### src/rtl/multdiv_if.sv
// Handshake/data bundle between the execute-stage decoder and multdiv_unit.
//   master: drives operands and the one-cycle ctrl_MULT / ctrl_DIV start pulses.
//   slave : returns data_result, data_exception, the data_resultRDY pulse and busy.
interface multdiv_if #(
    parameter int unsigned WIDTH = 32
);
    logic [WIDTH-1:0] data_operandA;
    logic [WIDTH-1:0] data_operandB;
    logic             ctrl_MULT;
    logic             ctrl_DIV;
    logic [WIDTH-1:0] data_result;
    logic             data_exception;
    logic             data_resultRDY;
    logic             busy;

    modport master (
        output data_operandA, data_operandB, ctrl_MULT, ctrl_DIV,
        input  data_result, data_exception, data_resultRDY, busy
    );

    modport slave (
        input  data_operandA, data_operandB, ctrl_MULT, ctrl_DIV,
        output data_result, data_exception, data_resultRDY, busy
    );
endinterface

### src/rtl/multdiv_unit.sv
// Multicycle signed multiply / divide unit.
//   clock, reset_n : single rising-edge clock, asynchronous active-low reset.
//   bus (slave)    : operands and start pulses in; registered result, exception flag,
//                    one-cycle data_resultRDY pulse and busy out.
// Multiply uses radix-2 Booth, divide uses non-restoring division on magnitudes. Every
// operation takes WIDTH iterations plus one FIX cycle, independent of the data.
module multdiv_unit #(
    parameter int unsigned WIDTH = 32
) (
    input logic      clock,
    input logic      reset_n,
    multdiv_if.slave bus
);
    typedef enum logic [2:0] {StIdle, StMult, StDiv, StFix, StDone} state_e;

    state_e           state_q, state_d;
    logic [5:0]       cnt_q, cnt_d;
    // Booth accumulator / non-restoring partial remainder; one guard bit so that
    // subtracting the most-negative multiplicand cannot overflow.
    logic [WIDTH:0]   a_q, a_d;
    logic [WIDTH-1:0] q_q, q_d;   // multiplier, or dividend magnitude shifting into quotient
    logic [WIDTH-1:0] m_q, m_d;   // multiplicand, or divisor magnitude
    logic             qm1_q, qm1_d;
    logic             div_q, div_d;
    logic             neg_q, neg_d;
    logic             dz_q, dz_d;
    logic             ovf_q, ovf_d;
    logic [WIDTH-1:0] result_q, result_d;
    logic             exc_q, exc_d;

    logic             start;
    logic [WIDTH:0]   a_sum;
    logic [WIDTH:0]   r_sh;
    logic [WIDTH:0]   r_new;
    logic [WIDTH:0]   upper;

    assign start = bus.ctrl_MULT | bus.ctrl_DIV;

    always_comb begin
        state_d  = state_q;
        cnt_d    = cnt_q;
        a_d      = a_q;
        q_d      = q_q;
        m_d      = m_q;
        qm1_d    = qm1_q;
        div_d    = div_q;
        neg_d    = neg_q;
        dz_d     = dz_q;
        ovf_d    = ovf_q;
        result_d = result_q;
        exc_d    = exc_q;
        a_sum    = a_q;
        r_sh     = '0;
        r_new    = '0;
        upper    = {a_q[WIDTH-1:0], q_q[WIDTH-1]};

        if (start) begin
            // A start always wins: it also aborts any operation in flight.
            cnt_d = '0;
            a_d   = '0;
            qm1_d = 1'b0;
            if (bus.ctrl_MULT) begin
                state_d = StMult;
                div_d   = 1'b0;
                m_d     = bus.data_operandA;
                q_d     = bus.data_operandB;
            end else begin
                state_d = StDiv;
                div_d   = 1'b1;
                q_d     = bus.data_operandA[WIDTH-1] ? -bus.data_operandA : bus.data_operandA;
                m_d     = bus.data_operandB[WIDTH-1] ? -bus.data_operandB : bus.data_operandB;
                neg_d   = bus.data_operandA[WIDTH-1] ^ bus.data_operandB[WIDTH-1];
                dz_d    = (bus.data_operandB == '0);
                ovf_d   = (bus.data_operandA == {1'b1, {(WIDTH-1){1'b0}}}) &&
                          (bus.data_operandB == '1);
            end
        end else begin
            unique case (state_q)
                StMult: begin
                    case ({q_q[0], qm1_q})
                        2'b01:   a_sum = a_q + {m_q[WIDTH-1], m_q};
                        2'b10:   a_sum = a_q - {m_q[WIDTH-1], m_q};
                        default: a_sum = a_q;
                    endcase
                    a_d   = {a_sum[WIDTH], a_sum[WIDTH:1]};
                    q_d   = {a_sum[0], q_q[WIDTH-1:1]};
                    qm1_d = q_q[0];
                    cnt_d = cnt_q + 6'd1;
                    if (cnt_q == 6'(WIDTH-1)) state_d = StFix;
                end
                StDiv: begin
                    r_sh  = {a_q[WIDTH-1:0], q_q[WIDTH-1]};
                    // Remainder sign before the shift picks add (restore) or subtract.
                    r_new = a_q[WIDTH] ? r_sh + {1'b0, m_q} : r_sh - {1'b0, m_q};
                    a_d   = r_new;
                    q_d   = {q_q[WIDTH-2:0], ~r_new[WIDTH]};
                    cnt_d = cnt_q + 6'd1;
                    if (cnt_q == 6'(WIDTH-1)) state_d = StFix;
                end
                StFix: begin
                    if (!div_q) begin
                        result_d = q_q;
                        exc_d    = ~((&upper) | ~(|upper));
                    end else if (dz_q) begin
                        result_d = '0;
                        exc_d    = 1'b1;
                    end else if (ovf_q) begin
                        result_d = {1'b1, {(WIDTH-1){1'b0}}};
                        exc_d    = 1'b1;
                    end else begin
                        result_d = neg_q ? -q_q : q_q;
                        exc_d    = 1'b0;
                    end
                    state_d = StDone;
                end
                StDone:  state_d = StIdle;
                default: state_d = StIdle;
            endcase
        end
    end

    always_ff @(posedge clock or negedge reset_n) begin
        if (!reset_n) begin
            state_q  <= StIdle;
            cnt_q    <= '0;
            a_q      <= '0;
            q_q      <= '0;
            m_q      <= '0;
            qm1_q    <= 1'b0;
            div_q    <= 1'b0;
            neg_q    <= 1'b0;
            dz_q     <= 1'b0;
            ovf_q    <= 1'b0;
            result_q <= '0;
            exc_q    <= 1'b0;
        end else begin
            state_q  <= state_d;
            cnt_q    <= cnt_d;
            a_q      <= a_d;
            q_q      <= q_d;
            m_q      <= m_d;
            qm1_q    <= qm1_d;
            div_q    <= div_d;
            neg_q    <= neg_d;
            dz_q     <= dz_d;
            ovf_q    <= ovf_d;
            result_q <= result_d;
            exc_q    <= exc_d;
        end
    end

    assign bus.data_result    = result_q;
    assign bus.data_exception = exc_q;
    assign bus.data_resultRDY = (state_q == StDone);
    assign bus.busy           = (state_q == StMult) || (state_q == StDiv) || (state_q == StFix);
endmodule

### src/flat_wrapper.sv
// flat-port wrapper written by rule: the top's interface ports become plain ports
module multdiv_unit_flat 
#(
    parameter int unsigned WIDTH = 32
)
  (clock, reset_n, bus_data_operandA, bus_data_operandB, bus_ctrl_MULT, bus_ctrl_DIV, bus_data_result, bus_data_exception, bus_data_resultRDY, bus_busy);
  multdiv_if #(.WIDTH(WIDTH)) bus_i ();
  input logic clock;
  input logic reset_n;
  input wire logic [$bits(bus_i.data_operandA)-1:0] bus_data_operandA;
  input wire logic [$bits(bus_i.data_operandB)-1:0] bus_data_operandB;
  input wire logic [$bits(bus_i.ctrl_MULT)-1:0] bus_ctrl_MULT;
  input wire logic [$bits(bus_i.ctrl_DIV)-1:0] bus_ctrl_DIV;
  output wire logic [$bits(bus_i.data_result)-1:0] bus_data_result;
  output wire logic [$bits(bus_i.data_exception)-1:0] bus_data_exception;
  output wire logic [$bits(bus_i.data_resultRDY)-1:0] bus_data_resultRDY;
  output wire logic [$bits(bus_i.busy)-1:0] bus_busy;
  assign bus_i.data_operandA = bus_data_operandA;
  assign bus_i.data_operandB = bus_data_operandB;
  assign bus_i.ctrl_MULT = bus_ctrl_MULT;
  assign bus_i.ctrl_DIV = bus_ctrl_DIV;
  assign bus_data_result = bus_i.data_result;
  assign bus_data_exception = bus_i.data_exception;
  assign bus_data_resultRDY = bus_i.data_resultRDY;
  assign bus_busy = bus_i.busy;
  multdiv_unit #(.WIDTH(WIDTH)) u_core (.clock(clock), .reset_n(reset_n), .bus(bus_i));
endmodule
### config.mk
export PLATFORM = sky130hd
export DESIGN_NAME = multdiv_unit_flat
export DESIGN_NICKNAME = d
export VERILOG_FILES = /design/src/rtl/multdiv_if.sv /design/src/rtl/multdiv_unit.sv /design/src/flat_wrapper.sv
export SDC_FILE = /design/constraint.sdc
export NUM_CORES = 1
export LEC_CHECK = 0
export BUFFER_PORTS_ARGS = -buffer_cell sky130_fd_sc_hd__buf_4
export CAP_MARGIN = 0
export CORE_MARGIN = 4
export CORE_UTILIZATION = 28
export DETAILED_ROUTE_END_ITERATION = 12
export PLACE_DENSITY = 0.5
export SLEW_MARGIN = 20
export SYNTH_ARGS = -nofsm -noshare
export SYNTH_HDL_FRONTEND = slang
export SYNTH_SLANG_ARGS = --single-unit
### constraint.sdc
create_clock -name clock -period 5.45 [get_ports clock]
set_clock_uncertainty 0.05 [all_clocks]
set_input_delay 1.635 -clock clock [delete_from_list [all_inputs] [get_ports clock]]
set_output_delay 1.635 -clock clock [all_outputs]
set_load 0.005 [all_outputs]
==> results.py, run 1 <==
metrics = {
    "run": {
        "drv_cap": 0,
    },
    "setup_path": {
        "criticalPathCategory": "flop to flop",
        "critical_path.max_stage_delay_ns": 0.43,
        "critPathMaxFanout": 6,
        "crit_family": "compound AO/OA/AOI/OAI gates",
        "cp-start-kind": "flop",
        "cp-end-kind": "flop",
        "cp.arrival_ns": 5.33,
        "cp_cell_sequence": "inv_1 > ha_1 > nor3b_1 > and2_1 > nor3b_1 > nand2_1 > nor3_1 > nor3b_2 > nor2_1 > xnor2_1 > ha_1 > a211oi_1 > o21bai_1 > a2111oi_0 > o21bai_1 > a31oi_1 > buf_4 > o21ai_0 > o21ai_0 > buf_4 > mux2i_1 > a41oi_1 > xnor2_1 > a21oi_1",
        "critPathBufInv": 3,
        "cp_slowest_cell": "dfrtp_1",
        "required_ns": 5.69,
        "r2r_slack_ns": 0.36,
    },
    "synth": {
        "synth_top_area_share_pct": 27.0,
        "synthXorXnorAreaFrac_pct": 13.6,
        "syn-cell-area_sq_um": 13400,
        "syn-instance-count": 1778,
        "ys_ff_latch": 144,
        "yosysSeqAreaShare_pct": 27.0,
        "synth_top_family_by_area": "compound AO/OA/AOI/OAI gates",
        "synth-edff-count": 0,
        "synth_flop_cell": "dfrtp_1",
        "synthAdderAreaFrac_pct": 6.94,
        "synthDistinctLibCells": 74,
        "synth.largest_area_cell": "dfrtp_1",
        "synth_mux_area_share_pct": 0.627,
        "avgSynthCellArea_sq_um": 7.52,
        "async_flop_share_pct": 100,
        "yosys_warnings": 0,
        "yosys-top-cells-area": "dfrtp_1 (27%), nand2_1 (7.9%), o21ai_0 (7.4%), xor2_1 (6.9%), xnor2_1 (6.7%)",
        "synth_simple_gate_area_share_pct": 21.9,
        "synth-compound-area-share_pct": 26.0,
        "syn-num-nets": 1919,
    },
    "floorplanning": {
        "ios": 103,
        "rows": 79,
        "die_w_um": 227,
        "fp.dieH_um": 227,
        "fp.dieArea_sq_um": 51300,
        "core_sq_um": 46900,
        "start_util_pct": 28.5,
    },
    "cells_and_area": {
        "layout_common_cells": "nand2_1 (280), o21ai_0 (198), a21oi_1 (161), nor2_1 (156), dfrtp_1 (144)",
        "regArea_sq_um": 3600,
        "nets": 1960,
        "drive_above_1_share_pct": 10.8,
        "fillCellCount": 5025,
        "area_growth_pct": 15.1,
        "multi_input_comb_area_sq_um": 9290,
        "mostFrequentLayoutCell": "nand2_1",
        "final_area_sq_um": 15400,
    },
    "timing": {
        "whs_ns": 0.435,
        "fin_crit_ns": 5.09,
        "fmax_ghz": 0.196,
        "fin_crit_sh_pct": 93.4,
        "drv_slew": 0,
        "setup_slack_ns": 0.360,
        "slew_headroom_pct": 34.1,
        "worstMarginPinSlew_ns": 0.987,
        "setup_viol": 0,
        "finalHoldViolCount": 0,
    },
    "clocking": {
        "cts_sinks": 144,
        "cts.path.max_buffers": 2,
        "clockRootBuffer": "clkbuf_16",
        "clkLatencyLatePin_ns": 0.45,
        "cts.clk_slew.worst_paths_ns": 0.07,
        "cts_inserted_buffers": 17,
        "cts_tree": "built",
        "cts_setup_buffers": 0,
        "hold_buffers": 0,
        "htreeDepth": 4,
    },
    "grt": {
        "grt-ovfl-total": 0,
        "grt_max_degree": 89,
        "grt_pass1_vias": 12800,
        "grt_usage_pct": 18.1,
        "grt_pass1_wl_um": 73400,
        "antenna_found_initial": 1,
    },
    "run_status": {
        "outcome": "completed",
    },
    "worst_hold_path": {
        "hold_path_class": "flop to flop",
    },
    "power_and_ir_drop": {
        "ir_drop_v": 0.000135,
        "p_leak_uw": 0.00634,
        "power_per_cell_area_nw_per_um2": 300,
    },
    "placed_design": {
        "routabilityCongestion": 0.882,
        "hpwl_um": 35500,
        "place_area_sq_um": 14700,
        "place_ws_ns": 0.294,
        "place.port_buffers": 102,
    },
    "route": {
        "drtIter0Drc": 1169,
        "viasPerCell": 5.43,
        "wl_um": 47200,
        "drc_errors": 0,
        "wl_per_cell_um": 19.3,
        "ant_nets": 0,
        "dr.pass1.iters": 5,
        "routed-via-count": 13300,
    },
}
==> worst paths after layout <==
check,from,to,depth (start not counted)
setup / recovery,u_core.m_q[1],u_core.a_q[31],24
hold reg to reg,u_core.bus.data_result[25],u_core.bus.data_result[25],2
hold / removal,u_core.bus.data_result[25],u_core.bus.data_result[25],2
max in group asynchronous,reset_n,u_core.a_q[12],2
min in group asynchronous,reset_n,u_core.bus.data_result[27],1
setup reg to reg,u_core.m_q[1],u_core.a_q[31],24
==> Yosys cell counts (all sizes together) (14+ instances only) <==
cell	instances
a221oi	20
o211ai	20
buf	15
a21o	27
nand2	282
xnor2	102
xor2	105
nor3	26
a21oi	162
or4	18
nand3	22
nor2	157
clkbuf	98
a211oi	22
nand2b	14
o21ai	199
ha	71
dfrtp	144
nor4	26
nand4	28
inv	30
o31ai	23
==> through the flow <==
stage / power [uW] / TNS [ns] / cells / util, %
floorplan: 2690 / 0 / 1778 / -
global placement: 3350 / 0 / 2407 / 31.5
detailed placement: 3360 / 0 / 2407 / 31.5
CTS: 4640 / 0 / 2439 / 32.8
global route: 4940 / -0.0788 / 2439 / 32.8
finish: 4620 / 0 / 2440 / 32.9
==> per-layer routing <==
metal  track usage [%]  up-vias  wire length (um)
met1              26.1     6426             22800
met4              4.16        2               688
met5                 0        -                13
met3              3.04       45              2170
met2              28.4      311             21500
li1                  -     6472                 -
==> where the power goes <==
group	total (uW)	switching (uW)	internal, uW
sequential	1440	213	1230
combinational	1920	1110	809
clock	1260	529	735
total	4620	1850	2770
==> flip-flops by register name, summed over array words and instances, names as in the netlist, 3 cells and up <==
name                    count
u_core.a_q                 33
u_core.bus.data_result     32
u_core.cnt_q                6
u_core.m_q                 32
u_core.q_q                 32
u_core.state_q              3
==> repair_timing <==
action	in CTS	in global routing
endpoints found under the setup margin	0	4
resized for setup	0	7
endpoints found under the hold margin	0	0
==> cells by family (layout without fill, tap and decap cells) <==
logic type               Yosys count  count (layout)
flip-flops                       144             144
AND/OR/NAND/NOR                  635             635
adder cells (fa/ha/maj)           73              73
buffers and inverters            143             197
AO/OA/AOI/OAI                    568             568
XOR/XNOR                         207             207
other                              0               1
multiplexers                       8               8
==> cell type report <==
class                      count  area share (%)
inverter                      30           0.732
clock buffer                  20            2.90
sequential                   144            23.4
multi-input combinational   1491            60.4
antenna                        1          0.0163
clock inverter                12            1.02
tap                          607            4.93
timing repair buffer         135            6.61
==> tightest hold or removal path, stage by stage, from the launching register on <==
cell and delay [ns]:
dfrtp_1 0.35, nand2_1 0.05, o21ai_0 0.06
Note: power is estimated with default switching activity, not from simulation.
==> inputs of run 2 (changes only) <==
==> constraint.sdc (replaced) <==
create_clock -name clock -period 5.45 [get_ports clock]
set_clock_uncertainty 0.05 [all_clocks]
set_input_delay 1.09 -clock clock [delete_from_list [all_inputs] [get_ports clock]]
set_output_delay 1.09 -clock clock [all_outputs]
set_load 0.005 [all_outputs]
==> run 2 against run 1 <==
Against the previous run:
- utilization decreased by 0.070 points
- count of clock-buffer cells in the layout decreased by 2
- sequential share of layout area about the same
- critical path depth increased by 1
- power increased by 0.54%
- global-route usage decreased by 0.29 points
- fmax decreased by 0.36%
- first-iteration DRC count decreased by 15%
- routed wire length decreased by 1.2%
- sequential power about the same
==> results.py, run 2 (synthesis gave the netlist of run 1 again) <==
metrics = {
    "run_status": {
        "outcome": "completed",
    },
    "worst_hold_path": {
        "hold_path_class": "flop to flop",
        "hold_path_end": "u_core.bus.data_result[4]",
        "whs_path_depth": 2,
        "min_from": "u_core.bus.data_result[4]",
    },
    "clocking": {
        "htreeDepth": 4,
        "clkLatencyLatePin_ns": 0.45,
        "cts.clk_slew.worst_paths_ns": 0.07,
        "cts_inserted_buffers": 17,
        "hold_buffers": 0,
        "cts_tree": "built",
        "cts_sinks": 144,
        "clockRootBuffer": "clkbuf_16",
        "cts.path.max_buffers": 2,
        "cts_setup_buffers": 0,
        "cts_resized": 0,
    },
    "floorplanning": {
        "start_util_pct": 28.5,
        "core_sq_um": 46900,
        "die_w_um": 227,
        "ios": 103,
        "fp.dieH_um": 227,
        "rows": 79,
        "fp.dieArea_sq_um": 51300,
    },
    "route": {
        "dr.pass1.iters": 5,
        "wl_per_cell_um": 19.2,
        "routed-via-count": 13200,
        "ant_nets": 0,
        "drtIter0Drc": 999,
        "wl_um": 46600,
        "drc_errors": 0,
        "viasPerCell": 5.43,
    },
    "timing": {
        "rsz0062_at_grt": "no",
        "fin_crit_ns": 5.11,
        "setup_slack_ns": 0.342,
        "worstMarginPinSlew_ns": 1.13,
        "drv_slew": 0,
        "fin_crit_sh_pct": 93.7,
        "fmax_ghz": 0.196,
        "slew_headroom_pct": 23.7,
        "finalHoldViolCount": 0,
        "setup_viol": 0,
        "setup_tns_ns": 0,
    },
    "setup_path": {
        "path_depth": 25,
        "r2r_start": "u_core.m_q[1]",
        "r2r_slack_ns": 0.34,
        "crit_family": "compound AO/OA/AOI/OAI gates",
        "critPathMaxFanout": 6,
        "required_ns": 5.70,
        "cp.arrival_ns": 5.36,
        "cp_slowest_cell": "dfrtp_1",
        "reg2regPathDepth": 25,
        "cp-start-kind": "flop",
        "criticalPathCategory": "flop to flop",
        "cp-end-kind": "flop",
        "critPathBufInv": 4,
        "critical_path.max_stage_delay_ns": 0.43,
        "worstReg2RegEnd": "u_core.a_q[31]",
    },
    "grt": {
        "grt_pass1_vias": 12600,
        "grt_max_degree": 86,
        "antenna_found_initial": 0,
        "grt_pass1_wl_um": 72600,
        "grt-ovfl-total": 0,
        "grt_usage_pct": 17.8,
    },
    "cells_and_area": {
        "mostFrequentLayoutCell": "nand2_1",
        "drive_above_1_share_pct": 10.6,
        "final_area_sq_um": 15400,
        "finalNonFillerCells": 2432,
        "nets": 1953,
        "layout_common_cells": "nand2_1 (280), o21ai_0 (198), a21oi_1 (161), nor2_1 (155), dfrtp_1 (144)",
        "top_register": "u_core.a_q",
        "area_growth_pct": 14.9,
        "num_antenna_cells": 0,
        "largest_register_ffs": 33,
    },
    "placed_design": {
        "hpwl_um": 35300,
        "place_area_sq_um": 14700,
        "routabilityCongestion": 0.896,
        "place.port_buffers": 102,
        "placed_cells": 2400,
        "place_ws_ns": 0.219,
    },
    "power_and_ir_drop": {
        "ir_drop_v": 0.000232,
        "power_per_cell_area_nw_per_um2": 302,
        "p_leak_uw": 0.00631,
        "design_power_total_uw": 4650,
    },
    "run": {
        "drv_cap": 0,
    },
}
-- run 2: changes by cell type in the layout (fill, tap and decap cells not counted), sizes merged --
cell	delta
diode	-1
clkbuf	-2
inv	-1
buf	-7
clkinvlp	+1
clkinv	+1
bufinv	+1
-- run 2: layout make-up --
class	count	area [sq um]
Tap cell	607	759
Clock buffer	18	439
Multi-Input combinational cell	1491	9290
Inverter	30	113
Clock inverter	14	188
Sequential cell	144	3600
Fill cell	5057	31500
Timing Repair Buffer	128	965
-- run 2: worst max path at each step --
stage | start | to
detailed placement | u_core.m_q[1] | u_core.a_q[32]
finish | u_core.m_q[1] | u_core.a_q[31]
global route | u_core.m_q[1] | u_core.a_q[31]
global placement | u_core.m_q[1] | u_core.a_q[32]
CTS | u_core.m_q[1] | u_core.a_q[32]
floorplan | u_core.m_q[2] | u_core.a_q[32]
-- run 2: layer usage --
metal	vias to the layer above	wire length, um	part of all wire (%)	track usage, %
li1	6469	-	-	-
met1	6352	22800	49	26.3
met2	348	20700	44	27.5
met3	46	2290	4.9	2.71
met4	0	820	1.8	3.95
met5	-	0	0	0
-- run 2: per-stage QoR --
step                util (%)  hold slack [ns]
finish                  32.8            0.435
floorplan                  -            0.416
detailed placement      31.4            0.423
global placement        31.4            0.419
global route            32.8            0.458
CTS                     32.7            0.438
-- run 2: worst reg2reg max path, cell delays in order (launching register included) --
cell       delay [ns]
dfrtp_1          0.43
inv_1            0.07
ha_1             0.17
nor3b_1          0.28
and2_1           0.21
nor3b_1          0.26
nand2_1          0.09
nor3_1           0.17
buf_4            0.15
nor3b_1          0.24
nor2_1           0.08
xnor2_1          0.17
ha_1             0.24
a211oi_1         0.25
o21bai_1         0.12
a2111oi_0        0.41
o21bai_1         0.10
a31oi_1          0.18
buf_4            0.16
o21ai_0          0.12
o21ai_0          0.18
buf_4            0.15
mux2i_1          0.21
a41oi_2          0.20
xnor2_1          0.18
a21oi_1          0.08
-- run 2: power by group --
group	internal (uW)	total, uW	switching (uW)
Clock	776	1300	525
Combinational	808	1900	1090
Sequential	1230	1440	217
Total	2810	4650	1830
==> inputs of run 3 (changes only) <==
--- a/config.mk
+++ b/config.mk
@@ -11,6 +11,7 @@
 export CORE_UTILIZATION = 28
 export DETAILED_ROUTE_END_ITERATION = 12
 export PLACE_DENSITY = 0.5
+export SETUP_SLACK_MARGIN = 0.1
 export SLEW_MARGIN = 20
 export SYNTH_ARGS = -nofsm -noshare
 export SYNTH_HDL_FRONTEND = slang
==> constraint.sdc (replaced) <==
create_clock -name clock -period 6.5 [get_ports clock]
set_clock_uncertainty 0.05 [all_clocks]
set_input_delay 1.3 -clock clock [delete_from_list [all_inputs] [get_ports clock]]
set_output_delay 1.3 -clock clock [all_outputs]
set_load 0.005 [all_outputs]
==> run 3 against run 2 <==
Against the previous run:
- utilization fell by 0.25 points
- non-clock buffer count fell by 9
- clock power fell by 19%
- combinational power fell by 17%
- sequential cell count did not move
- via count rose by 0.47%
- register-to-register slack improved by 0.51 ns
- die area did not move
- critical endpoint is now u_core.a_q[32]
==> results.py, run 3 (synthesis gave the netlist of run 1 again) <==
metrics = {
    "floorplanning": {
        "start_util_pct": 28.5,
        "fp.dieH_um": 227,
        "ios": 103,
        "rows": 79,
        "core_sq_um": 46900,
        "fp.dieArea_sq_um": 51300,
        "die_w_um": 227,
    },
    "route": {
        "wl_um": 47100,
        "routed-via-count": 13300,
        "dr.pass1.iters": 5,
        "ant_nets": 0,
        "drtIter0Drc": 934,
        "drc_errors": 0,
        "wl_per_cell_um": 19.4,
        "viasPerCell": 5.48,
    },
    "clocking": {
        "cts.clk_slew.worst_paths_ns": 0.07,
        "cts_tree": "built",
        "hold_buffers": 0,
        "clkLatencyLatePin_ns": 0.46,
        "cts.path.max_buffers": 2,
        "cts_sinks": 144,
        "clockRootBuffer": "clkbuf_16",
        "htreeDepth": 4,
        "cts_inserted_buffers": 17,
        "cts_setup_buffers": 0,
        "cts_resized": 0,
    },
    "timing": {
        "rsz0062_at_grt": "no",
        "finalHoldViolCount": 0,
        "drv_slew": 0,
        "setup_slack_ns": 0.853,
        "setup_tns_ns": 0,
        "slew_headroom_pct": 27.2,
        "fmax_ghz": 0.177,
        "fin_crit_sh_pct": 86.9,
        "worstMarginPinSlew_ns": 1.09,
        "fin_crit_ns": 5.65,
        "setup_viol": 0,
    },
    "cells_and_area": {
        "multi_input_comb_area_sq_um": 9260,
        "fillCellCount": 5037,
        "drive_above_1_share_pct": 9.69,
        "layout_common_cells": "nand2_1 (281), o21ai_0 (198), a21oi_1 (162), nor2_1 (155), dfrtp_1 (144)",
        "num_antenna_cells": 0,
        "top_register": "u_core.a_q",
        "regArea_sq_um": 3600,
        "area_growth_pct": 14.0,
        "final_util_pct": 32.5,
        "nets": 1944,
        "largest_register_ffs": 33,
        "mostFrequentLayoutCell": "nand2_1",
        "final_area_sq_um": 15200,
    },
    "power_and_ir_drop": {
        "power_frac_comb_pct": 41.1,
        "switching_share_pct": 40.1,
        "switchingPower_uw": 1540,
        "ir_drop_v": 0.000123,
        "pwr-share-clk_pct": 27.3,
        "power_per_cell_area_nw_per_um2": 253,
        "seq_power_share_pct": 31.6,
        "p_leak_uw": 0.00626,
        "p_int_uw": 2310,
    },
    "grt": {
        "grt-ovfl-total": 0,
        "antenna_found_initial": 1,
        "grt_max_degree": 86,
        "grt_pass1_vias": 12600,
        "grt_usage_pct": 18.0,
        "grt_pass1_wl_um": 73400,
    },
    "worst_hold_path": {
        "hold_path_class": "flop to flop",
        "whs_path_depth": 2,
    },
    "setup_path": {
        "critPathMaxFanout": 7,
        "critPathBufInv": 0,
        "cpMostUsedCell": "a21oi_1",
        "cp_cell_sequence": "or4_1 > nor2_1 > and4b_1 > and2_1 > nand3_1 > or4b_1 > or3_1 > nor3_1 > nor2_1 > xor2_1 > ha_1 > a21oi_1 > o21ai_0 > a21o_1 > a21oi_1 > o21ai_0 > xnor2_1 > a21oi_1 > nand2_1 > o211ai_1",
        "critical_path.max_stage_delay_ns": 0.57,
        "crit_family": "simple AND/OR/NAND/NOR gates",
        "criticalPathCategory": "flop to flop",
        "cp_slowest_cell": "or4_1",
        "cp-end-kind": "flop",
        "required_ns": 6.82,
        "cp.arrival_ns": 5.97,
        "cp-start-kind": "flop",
        "reg2regPathDepth": 20,
        "path_depth": 20,
    },
    "placed_design": {
        "place.port_buffers": 102,
        "routabilityCongestion": 0.902,
        "hpwl_um": 35300,
        "place_ws_ns": 0.944,
        "place_area_sq_um": 14600,
    },
    "run": {
        "drv_cap": 0,
    },
    "run_status": {
        "outcome": "completed",
    },
}
## run 3: worst paths after layout
check,start,slack (ns),endpoint
min,u_core.bus.data_result[8],0.43,u_core.bus.data_result[8]
min in group asynchronous,reset_n,0.70,u_core.q_q[19]
min reg2reg,u_core.bus.data_result[8],0.43,u_core.bus.data_result[8]
max in group asynchronous,reset_n,4.61,u_core.a_q[14]
max reg2reg,u_core.m_q[2],0.85,u_core.a_q[32]
max,u_core.m_q[2],0.85,u_core.a_q[32]
## run 3: worst register-to-register path: cells and delay by family, from the launching register on
family / cells / cell delay (ns)
xor+xnor: 2 / 0.32
flops: 1 / 0.44
simple gates: 10 / 2.97
compound gates: 7 / 1.43
fa+ha+maj: 1 / 0.35
## run 3: per-stage QoR
stage | cells | hold WS, ns | total power, uW
2_1_floorplan | 1778 | 0.416 | 2260
3_3_place_gp | 2391 | 0.420 | 2790
3_5_place_dp | 2391 | 0.423 | 2810
4_1_cts | 2423 | 0.438 | 3870
5_1_grt | 2423 | 0.461 | 4110
6_report | 2423 | 0.433 | 3850
## run 3: power groups by stage
| stage | logic, uW | registers [uW] | clock network (uW) |
|---|---|---|---|
| 2_1_floorplan | 1100 | 1160 | 0 |
| 3_3_place_gp | 1570 | 1230 | 0 |
| 3_5_place_dp | 1570 | 1230 | 0 |
| 4_1_cts | 1580 | 1210 | 1070 |
| 5_1_grt | 1760 | 1240 | 1110 |
| 6_report | 1580 | 1220 | 1050 |
## run 3: metal layers
| layer | vias to the layer above | track usage (%) | share of wire [%] |
|---|---|---|---|
| li1 | 6427 | - | - |
| met4 | 2 | 5.50 | 2.6 |
| met5 | - | 0 | 0.028 |
| met3 | 77 | 3.03 | 4.8 |
| met2 | 339 | 27.5 | 44 |
| met1 | 6432 | 26.2 | 48 |
## run 3: layout make-up
| class | count | share of cell area, % |
|---|---|---|
| Clock buffer | 21 | 3.15 |
| Clock inverter | 11 | 0.837 |
| Inverter | 30 | 0.739 |
| Multi-Input combinational cell | 1491 | 60.7 |
| Sequential cell | 144 | 23.6 |
| Tap cell | 607 | 4.98 |
| Timing Repair Buffer | 119 | 5.91 |
